==> config.mk <==
export PLATFORM = sky130hd
export DESIGN_NAME = fwd_hazard_unit_flat
export DESIGN_NICKNAME = d
export VERILOG_FILES = /design/src/rtl/fwd_hazard_unit_pkg.sv /design/src/rtl/fwd_hazard_unit_if.sv /design/src/rtl/fwd_hazard_unit_prio_sel.sv /design/src/rtl/fwd_hazard_unit.sv /design/src/flat_wrapper.sv
export SDC_FILE = /design/constraint.sdc
export NUM_CORES = 1
export LEC_CHECK = 0
export CORE_UTILIZATION = 55
export CTS_CLUSTER_DIAMETER = 40
export DETAILED_ROUTE_END_ITERATION = 16
export GPL_TIMING_DRIVEN = 0
export PLACE_DENSITY = 0.81
export SYNTH_ARGS = -nofsm -noshare
export SYNTH_HDL_FRONTEND = slang
export SYNTH_SLANG_ARGS = --single-unit
==> constraint.sdc <==
create_clock -name clk_i -period 5.2 [get_ports clk_i]
set_input_delay 1.04 -clock clk_i [delete_from_list [all_inputs] [get_ports clk_i]]
set_output_delay 1.04 -clock clk_i [all_outputs]
set_load 0.02 [all_outputs]
==> src/rtl/fwd_hazard_unit_pkg.sv <==
// Shared types and constants for the forwarding/hazard unit.
// Stage entries carry rd at REG_W_MAX bits so one struct serves every REG_W up to 8.
package fwd_pkg;

    localparam int unsigned REG_W_DEF  = 32'd5;
    localparam int unsigned REG_W_MAX  = 32'd8;
    localparam int unsigned FWD_SEL_RF = 32'd0;

    typedef struct packed {
        logic                 valid;
        logic [REG_W_MAX-1:0] rd;
        logic                 regwrite;
        logic                 memread;
    } stage_t;

    localparam stage_t STAGE_BUBBLE = '0;

endpackage

==> src/rtl/fwd_hazard_unit_if.sv <==
// ID-side request and EX-side forwarding/stall response bundle.
// The datapath drives the master modport; the hazard unit drives the slave modport.
interface fwd_hazard_unit_if
    import fwd_pkg::*;
#(
    parameter int unsigned REG_W   = REG_W_DEF,
    parameter int unsigned NUM_SRC = 32'd2,
    parameter int unsigned SEL_W   = 32'd2
);

    logic                     id_valid_i;
    logic [NUM_SRC*REG_W-1:0] id_rs_i;
    logic [NUM_SRC-1:0]       id_rs_used_i;
    logic [REG_W-1:0]         id_rd_i;
    logic                     id_regwrite_i;
    logic                     id_memread_i;
    logic                     flush_i;
    logic                     stall_o;
    logic [NUM_SRC*SEL_W-1:0] fwd_sel_o;
    logic                     ex_valid_o;

    modport master (
        output id_valid_i, id_rs_i, id_rs_used_i, id_rd_i,
        output id_regwrite_i, id_memread_i, flush_i,
        input  stall_o, fwd_sel_o, ex_valid_o
    );

    modport slave (
        input  id_valid_i, id_rs_i, id_rs_used_i, id_rd_i,
        input  id_regwrite_i, id_memread_i, flush_i,
        output stall_o, fwd_sel_o, ex_valid_o
    );

endinterface

==> src/rtl/fwd_hazard_unit_prio_sel.sv <==
// Youngest-producer priority encoder: bit i of i_match is stage i+1; the lowest
// set bit wins and is reported as its stage number, 0 when nothing matches.
module fwd_prio_sel #(
    parameter int unsigned N     = 32'd3,
    parameter int unsigned SEL_W = 32'd2
) (
    input  logic [N-1:0]     i_match,
    output logic [SEL_W-1:0] o_sel
);

    logic w_found;

    // Scan from the youngest stage outward and latch the first hit.
    always_comb begin
        o_sel   = '0;
        w_found = 1'b0;
        for (int i = 0; i < int'(N); i++) begin
            if (i_match[i] && !w_found) begin
                o_sel   = SEL_W'(i + 1);
                w_found = 1'b1;
            end else begin
                w_found = w_found;
            end
        end
    end

endmodule

==> src/rtl/fwd_hazard_unit.sv <==
// Forwarding select / load-use stall unit over a DEPTH-stage shadow pipeline.
// Optional FWD_HAZARD_STATS_EN adds saturating stall and forward counters.
module fwd_hazard_unit
    import fwd_pkg::*;
#(
    parameter int unsigned REG_W    = REG_W_DEF,
    parameter int unsigned NUM_SRC  = 32'd2,
    parameter int unsigned DEPTH    = 32'd4,
    parameter int unsigned LOAD_LAT = 32'd2,
    parameter int unsigned SEL_W    = $clog2(DEPTH)
) (
    input  logic                clk_i,
    input  logic                rst_i,
    fwd_hazard_unit_if.slave    bus
`ifdef FWD_HAZARD_STATS_EN
    ,
    output logic [31:0]         stall_cnt_o,
    output logic [31:0]         fwd_cnt_o
`endif
);

    stage_t                   r_stg [DEPTH];
    logic [REG_W-1:0]         r_rs [NUM_SRC];
    logic [NUM_SRC-1:0]       r_rs_used;

    logic                     w_stall;
    logic                     w_bubble;
    logic [DEPTH-2:0]         w_match [NUM_SRC];
    logic [SEL_W-1:0]         w_sel [NUM_SRC];
    logic [NUM_SRC*SEL_W-1:0] w_fwd_sel;

    // Load-use check: a load that will still be short of LOAD_LAT when the ID instruction reaches EX.
    always_comb begin
        w_stall = 1'b0;
        for (int k = 0; k < int'(NUM_SRC); k++) begin
            for (int s = 0; s < int'(LOAD_LAT) - 1; s++) begin
                w_stall = w_stall | (bus.id_valid_i && !bus.flush_i && bus.id_rs_used_i[k]
                          && (bus.id_rs_i[k*REG_W +: REG_W] != '0)
                          && r_stg[s].valid && r_stg[s].memread
                          && (r_stg[s].rd == REG_W_MAX'(bus.id_rs_i[k*REG_W +: REG_W])));
            end
        end
    end

    assign w_bubble = bus.flush_i | w_stall;

    // Per-source match vector over stages 1..DEPTH-1; loads younger than LOAD_LAT are masked.
    always_comb begin
        for (int k = 0; k < int'(NUM_SRC); k++) begin
            w_match[k] = '0;
            for (int s = 1; s < int'(DEPTH); s++) begin
                w_match[k][s-1] = r_stg[s].valid && r_stg[s].regwrite
                                  && (r_stg[s].rd != '0)
                                  && (r_stg[s].rd == REG_W_MAX'(r_rs[k]))
                                  && r_rs_used[k]
                                  && !(r_stg[s].memread && (s < int'(LOAD_LAT)));
            end
        end
    end

    for (genvar k = 0; k < int'(NUM_SRC); k++) begin : g_src
        fwd_prio_sel #(
            .N     (DEPTH - 32'd1),
            .SEL_W (SEL_W)
        ) u_prio_sel (
            .i_match (w_match[k]),
            .o_sel   (w_sel[k])
        );
        assign w_fwd_sel[k*SEL_W +: SEL_W] = w_sel[k];
    end

    // Shadow pipeline: free-running shift, stage 0 takes ID fields or a bubble.
    always_ff @(posedge clk_i or posedge rst_i) begin
        if (rst_i) begin
            for (int s = 0; s < int'(DEPTH); s++) begin
                r_stg[s] <= STAGE_BUBBLE;
            end
            for (int k = 0; k < int'(NUM_SRC); k++) begin
                r_rs[k] <= '0;
            end
            r_rs_used <= '0;
        end else begin
            for (int s = int'(DEPTH) - 1; s > 0; s--) begin
                r_stg[s] <= r_stg[s-1];
            end
            if (w_bubble) begin
                r_stg[0] <= STAGE_BUBBLE;
                for (int k = 0; k < int'(NUM_SRC); k++) begin
                    r_rs[k] <= '0;
                end
                r_rs_used <= '0;
            end else begin
                r_stg[0] <= '{valid:    bus.id_valid_i,
                              rd:       REG_W_MAX'(bus.id_rd_i),
                              regwrite: bus.id_valid_i & bus.id_regwrite_i,
                              memread:  bus.id_valid_i & bus.id_memread_i};
                for (int k = 0; k < int'(NUM_SRC); k++) begin
                    r_rs[k] <= bus.id_rs_i[k*REG_W +: REG_W];
                end
                r_rs_used <= bus.id_rs_used_i & {NUM_SRC{bus.id_valid_i}};
            end
        end
    end

    assign bus.stall_o    = w_stall;
    assign bus.fwd_sel_o  = w_fwd_sel;
    assign bus.ex_valid_o = r_stg[0].valid;

`ifdef FWD_HAZARD_STATS_EN
    logic [31:0] r_stall_cnt;
    logic [31:0] r_fwd_cnt;
    logic        w_fwd_any;

    assign w_fwd_any = r_stg[0].valid && (|w_fwd_sel);

    // Saturating event counters.
    always_ff @(posedge clk_i or posedge rst_i) begin
        if (rst_i) begin
            r_stall_cnt <= 32'd0;
            r_fwd_cnt   <= 32'd0;
        end else begin
            if (w_stall && (r_stall_cnt != 32'hFFFF_FFFF)) begin
                r_stall_cnt <= r_stall_cnt + 32'd1;
            end else begin
                r_stall_cnt <= r_stall_cnt;
            end
            if (w_fwd_any && (r_fwd_cnt != 32'hFFFF_FFFF)) begin
                r_fwd_cnt <= r_fwd_cnt + 32'd1;
            end else begin
                r_fwd_cnt <= r_fwd_cnt;
            end
        end
    end

    assign stall_cnt_o = r_stall_cnt;
    assign fwd_cnt_o   = r_fwd_cnt;
`endif

endmodule
==> src/flat_wrapper.sv <==
// flat-port wrapper written by rule: the top's interface ports become plain ports
module fwd_hazard_unit_flat import fwd_pkg::*;
#(
    parameter int unsigned REG_W    = REG_W_DEF,
    parameter int unsigned NUM_SRC  = 32'd2,
    parameter int unsigned DEPTH    = 32'd4,
    parameter int unsigned LOAD_LAT = 32'd2,
    parameter int unsigned SEL_W    = $clog2(DEPTH)
)
  (clk_i, rst_i, bus_id_valid_i, bus_id_rs_i, bus_id_rs_used_i, bus_id_rd_i, bus_id_regwrite_i, bus_id_memread_i, bus_flush_i, bus_stall_o, bus_fwd_sel_o, bus_ex_valid_o);
  fwd_hazard_unit_if #(.REG_W(REG_W), .NUM_SRC(NUM_SRC), .SEL_W(SEL_W)) bus_i ();
  input  logic clk_i;
  input  logic rst_i;
  input wire logic [$bits(bus_i.id_valid_i)-1:0] bus_id_valid_i;
  input wire logic [$bits(bus_i.id_rs_i)-1:0] bus_id_rs_i;
  input wire logic [$bits(bus_i.id_rs_used_i)-1:0] bus_id_rs_used_i;
  input wire logic [$bits(bus_i.id_rd_i)-1:0] bus_id_rd_i;
  input wire logic [$bits(bus_i.id_regwrite_i)-1:0] bus_id_regwrite_i;
  input wire logic [$bits(bus_i.id_memread_i)-1:0] bus_id_memread_i;
  input wire logic [$bits(bus_i.flush_i)-1:0] bus_flush_i;
  output wire logic [$bits(bus_i.stall_o)-1:0] bus_stall_o;
  output wire logic [$bits(bus_i.fwd_sel_o)-1:0] bus_fwd_sel_o;
  output wire logic [$bits(bus_i.ex_valid_o)-1:0] bus_ex_valid_o;
  assign bus_i.id_valid_i = bus_id_valid_i;
  assign bus_i.id_rs_i = bus_id_rs_i;
  assign bus_i.id_rs_used_i = bus_id_rs_used_i;
  assign bus_i.id_rd_i = bus_id_rd_i;
  assign bus_i.id_regwrite_i = bus_id_regwrite_i;
  assign bus_i.id_memread_i = bus_id_memread_i;
  assign bus_i.flush_i = bus_flush_i;
  assign bus_stall_o = bus_i.stall_o;
  assign bus_fwd_sel_o = bus_i.fwd_sel_o;
  assign bus_ex_valid_o = bus_i.ex_valid_o;
  fwd_hazard_unit #(.REG_W(REG_W), .NUM_SRC(NUM_SRC), .DEPTH(DEPTH), .LOAD_LAT(LOAD_LAT), .SEL_W(SEL_W)) u_core (.clk_i(clk_i), .rst_i(rst_i), .bus(bus_i));
endmodule
# Word-level counts from Yosys, hierarchy flattened

Cells that the tools add are included.

$add $sub $neg: 0
Multiply operators: 0
Divide/modulo/power cells: 0
Magnitude comparators: 0
Eq/ne operators: 8
Shift-type cells: 0
Multiplexer cells: 13
Bitwise operators: 5
Reductions and logical operators: 46

Operators with widths:

| kind                   | count |
|---|---|
| == test 8 x 5 -> 1 bit | 8 |
| logical AND 1 bit      | 35 |
| nonzero test 8 bit     | 3 |
| 2-to-1 mux 11 bit      | 1 |
| 2-to-1 mux 10 bit      | 1 |
| 2-to-1 mux 2 bit       | 5 |
| nonzero test 5 bit     | 2 |
| zero test 1 bit        | 6 |
| 2-to-1 mux 1 bit       | 6 |
| bitwise AND 1 bit      | 2 |
| bitwise AND 2 bit      | 1 |
| OR 1 bit               | 2 |

Register bits after elaboration: 54
Bits in latches: 0
RAM bits: 0
ROM bits: 0
Bits of input ports: 23
Memories kept: 0

# Longest topological paths before layout

Depth after elaboration: 12
Mapped depth: 7
Depth with buffers taken out: 5

# Modules after synthesis

From an unflattened synthesis, not the netlist that was laid out.

Cell total of the unflattened synthesis: 171
Area, all modules: 2013.2 um^2

By module, submodules not included:

| module          | instances | cells an instance | area each (um^2) | sequential area each (um^2) |
|---|---|---|---|---|
| fwd_hazard_unit | 1         | 163               | 1975.6           | 1051.0 |
| fwd_prio_sel    | 2         | 4                 | 18.8             | 0.0 |

# Worst setup path after synthesis

Ideal clock, no wire load.

Path kind: input to output
Start point: input bus_id_rs_i[0]
End point: output bus_stall_o
Data arrival time: 2175 ps
Data required time: 4160 ps
Path slack: 1985 ps
Stages: 5
Path through: or4_1 -> o211ai_1 -> nor4_1 -> o211a_1 -> buf_6

Longest elaborated chain between the ends: 6
Elaborated cells between the ends (all ways): 7
Classes of those cells: 1 x eq/ne; 1 x bitwise; 5 x reduce/logical

Ends and longest elaborated chain:

| element                         | RTL line              | RTL |
|---|---|---|
| start, declared                 | flat_wrapper.sv:15    | `input wire logic [$bits(bus_i.id_rs_i)-1:0] bus_id_rs_i;` |
| nonzero test 5 bit              | fwd_hazard_unit.sv:38 | `&& (bus.id_rs_i[k*REG_W +: REG_W] != '0)` |
| logical AND 1 bit               | fwd_hazard_unit.sv:38 |  |
| logical AND 1 bit (2 in series) | fwd_hazard_unit.sv:39 | `&& r_stg[s].valid && r_stg[s].memread` |
| logical AND 1 bit *             | fwd_hazard_unit.sv:40 | `&& (r_stg[s].rd == REG_W_MAX'(bus.id_rs_i[k*REG_W +: REG_W])));` |
| OR 1 bit *                      | fwd_hazard_unit.sv:37 | `w_stall = w_stall \| (bus.id_valid_i && !bus.flush_i && bus.id_rs_used_i[k]` |
| end, declared                   | flat_wrapper.sv:21    | `output wire logic [$bits(bus_i.stall_o)-1:0] bus_stall_o;` |

Every way passes the cells marked *; elsewhere a longest branch is shown, timed or not.

# Final worst setup path

Start point: input bus_id_valid_i
End point: output bus_stall_o

Longest elaborated chain between the ends: 7
Elaborated cells between the ends (all ways): 12
Classes of those cells: 1 x bitwise; 11 x reduce/logical

Ends and longest elaborated chain:

| element                         | RTL line              | RTL |
|---|---|---|
| start, declared                 | flat_wrapper.sv:14    | `input wire logic [$bits(bus_i.id_valid_i)-1:0] bus_id_valid_i;` |
| logical AND 1 bit *             | fwd_hazard_unit.sv:37 |  |
| logical AND 1 bit               | fwd_hazard_unit.sv:37 |  |
| logical AND 1 bit               | fwd_hazard_unit.sv:38 |  |
| logical AND 1 bit (2 in series) | fwd_hazard_unit.sv:39 |  |
| logical AND 1 bit               | fwd_hazard_unit.sv:40 |  |
| OR 1 bit *                      | fwd_hazard_unit.sv:37 |  |

Marked as above.

==> flow_metrics.env <==
export IMPL_nNetsFinal=212
export IMPL_worst_path_most_repeated_cell="clkdlybuf4s50_1"
export IMPL_worst_path_max_delay_cell="clkdlybuf4s50_1"
export IMPL_die_w_um=61.31
export IMPL_hold_class="flip-flop to flip-flop"
export IMPL_rows=21
export IMPL_grt_max_degree=43
export IMPL_drcViolationCount=0
export IMPL_clk_latency_ns=0.35
export IMPL_cts_tree="built"
export IMPL_grt_busiest_layer="met2"
export IMPL_path_clk_slew_ns=0.11
export IMPL_overflow=0
export IMPL_netlist_area_um2=1934
export IMPL_cts_root_buf="clkbuf_4"
export IMPL_synth_largest_area_cell="dfrtp_1"
export IMPL_cp_max_fo=10
export IMPL_grt_pass1_wl_um=5623
export IMPL_path_cells="clkdlybuf4s50_1, nor2b_1, nand2_1, nor4_1, o211a_1, buf_6, clkdlybuf4s50_1"
export IMPL_cp_num_buf_inv=3
export IMPL_use_met2_pct=37.27
export IMPL_grt_pass1_vias=1301
export IMPL_seqCellArea_um2=1051
export IMPL_startpoint_type="input port"
export IMPL_peakVddDrop_mv=0.1916
export IMPL_min_period_ns=4.413
export IMPL_synth_seq_area_share_pct=54.33
export IMPL_die_y_um=61.31
export IMPL_hold_buffers=0
export IMPL_status="completed"
export IMPL_maxClockFrequency_ghz=0.2266
export IMPL_cts_buffer_depth=2
export IMPL_pin_count=29
export IMPL_pwr_share_seq_pct=51.5
export IMPL_syn_inst=155
export IMPL_num_vias=1264
export IMPL_cp_end_kind="output port"
export IMPL_cts_htree_levels=2
export IMPL_avgSynthCellArea_um2=12.48
export IMPL_cts_made_buffers=5
export IMPL_post_dp_hpwl_um=2708
export IMPL_synth_top_area_share_pct=54.33
export IMPL_multiInputGateArea_um2=838.3
export IMPL_wl_um=3408
export IMPL_place_area_um2=2262
export IMPL_hold_viol_final=0
export IMPL_rsz0062_at_grt="no"
export IMPL_via_per_inst=5.356
export IMPL_fin_setup_tns_ns=0
export IMPL_die_area_um2=3758
export IMPL_ys_warn_count=0
export IMPL_p_leak_nw=0.9745
export IMPL_drive_gt1_share_pct=15.26
export IMPL_portBuffers=27
export IMPL_cts_sinks=42
export IMPL_worstReg2RegEnd="u_core.r_rs[4]"
export IMPL_synth_cell_types=27
export IMPL_wl_per_cell_um=14.44
export IMPL_switching_power_mw=0.1515
export IMPL_use_met1_pct=23.59
export IMPL_drtIter0Drc=27
export IMPL_synth_nets=178
export IMPL_groute_usage_overall_pct=21.64
export IMPL_cap_violations=0
export IMPL_pwr_share_clk_pct=37.7
export IMPL_antenna_left=0
export IMPL_cts_resized_gates=0
export IMPL_antenna_found_initial=0
export IMPL_worst_pin_slew_ns=0.8006
export IMPL_worstSetupPathType="input port to output port"
export IMPL_layout_cells_most_common_list="dfrtp_1, xnor2_1, clkdlybuf4s50_1, nor3b_2, nand2_1"
export IMPL_synthToLayoutAreaGrowth_pct=22.70
export IMPL_arrival_ns=3.37
export IMPL_design_area_um2=2374
export IMPL_final_setup_viol_count=0
export IMPL_required_ns=4.16
export IMPL_path_delay_family="buffers and inverters"
export IMPL_rr_worst_depth=6
export IMPL_r2r_setup_slack_ns=3.17
export IMPL_crit_start="bus_id_valid_i"
export IMPL_power_density_nw_per_um2=295.5
export IMPL_combPwrFrac_pct=10.8
export IMPL_yosys_top_cells_area="dfrtp_1, xnor2_1, nor3b_2, nand2_1, or4_1"
export IMPL_cts_setup_buffers=0
export IMPL_final_common_cell="dfrtp_1"
export IMPL_drv_slew=0
export IMPL_power_internal_mw=0.5499
export IMPL_groute_layer_met3_usage_pct=6.933
export IMPL_place_congestion=0.9041
export IMPL_min_period_over_period_pct=84.87
export IMPL_n_fill_cell=262
export IMPL_hold_path_depth=0
export IMPL_hold_path_end="u_core.r_stg[23]"
export IMPL_r2r_start="u_core.r_stg[36]"
export IMPL_min_from="u_core.r_stg[34]"
export IMPL_start_util_pct=57.51
export IMPL_num_antenna_cells=0
export IMPL_swShare_pct=21.60
export IMPL_relSlewSlack_pct=46.55
export IMPL_crit_path_max_incr_delay_ns=0.61
export IMPL_ys_ff_latch=42
export IMPL_finalClockSkew_ns=0.005929
export IMPL_first_pass_iters=4
export IMPL_core_area_um2=3363
-- synthesized netlist by cell type --
| master | count |
|---|---|
| a2111o_1 | 1 |
| buf_6 | 2 |
| clkbuf_1 | 2 |
| dfrtp_1 | 42 |
| inv_1 | 4 |
| nand2_1 | 13 |
| nand2b_1 | 2 |
| nand4_1 | 5 |
| nor2_1 | 4 |
| nor2b_1 | 3 |
| nor3_1 | 3 |
| nor3_2 | 1 |
| nor3b_2 | 15 |
| nor4_1 | 3 |
| o211a_1 | 1 |
| o211ai_1 | 2 |
| o211ai_2 | 2 |
| o21a_1 | 1 |
| o21ai_0 | 1 |
| o21ai_1 | 1 |
| o221ai_1 | 1 |
| o31ai_1 | 1 |
| o32a_1 | 1 |
| or3_1 | 1 |
| or4_1 | 6 |
| xnor2_1 | 33 |
| xor2_1 | 4 |
-- layout make-up --
type	count	area share (%)
flip-flops and latches	42	44.28
multi-input cells	105	35.32
repair buffers	27	11.39
clock inverters	2	2.530
well taps	46	2.425
clock buffers	6	2.161
plain buffers	4	1.265
inverters	4	0.6326
-- state kept, by name, indices dropped and copies added, names as in the netlist --
signal and count:
u_core.r_stg 29, u_core.r_rs 10, u_core.r_rs_used 2, u_core.bus.ex_valid_o 1
-- cell families after synthesis --
logic type / count (synthesis) / synth area share, %
xor+xnor: 37 / 16.75
buf+inv: 8 / 2.328
simple gates: 56 / 21.15
compound gates: 12 / 5.433
flops: 42 / 54.33
-- power groups by stage --
stage,Clock [mW],Combinational [mW],Sequential (mW)
final,0.265,0.0759,0.361
after global routing,0.284,0.0834,0.363
after CTS,0.269,0.0774,0.361
after detailed placement,0,0.0771,0.368
after global placement,0,0.0741,0.366
after floorplan,0,0.0491,0.363
-- through the flow --
| stage | util, % | total power, mW | hold slack, ns | setup slack (ns) | std cells |
|---|---|---|---|---|---|
| after CTS | 70.57 | 0.7070 | 0.3718 | 0.8015 | 236 |
| after detailed placement | 67.26 | 0.4447 | 0.3409 | 0.8366 | 228 |
| after global placement | 67.26 | 0.4405 | 0.3358 | 0.8160 | 228 |
| final | 70.57 | 0.7014 | 0.3695 | 0.7868 | 236 |
| after floorplan | - | 0.4121 | 0.3312 | 1.985 | 155 |
| after global routing | 70.57 | 0.7303 | 0.3974 | 0.7512 | 236 |
-- metal layers --
layer	share of wire, %	up-vias
li1	-	603
met1	38	611
met2	54	38
met3	4.6	12
met4	3.2	0
met5	0	-
-- worst max-delay path by stage --
stage	end	depth (start not counted)	slack, ns
2_1_floorplan	bus_stall_o	5	1.98
3_3_place_gp	bus_stall_o	7	0.82
3_5_place_dp	bus_stall_o	7	0.84
4_1_cts	bus_stall_o	7	0.80
5_1_grt	bus_stall_o	7	0.75
6_report	bus_stall_o	7	0.79
(Power assumes the default switching activity.)
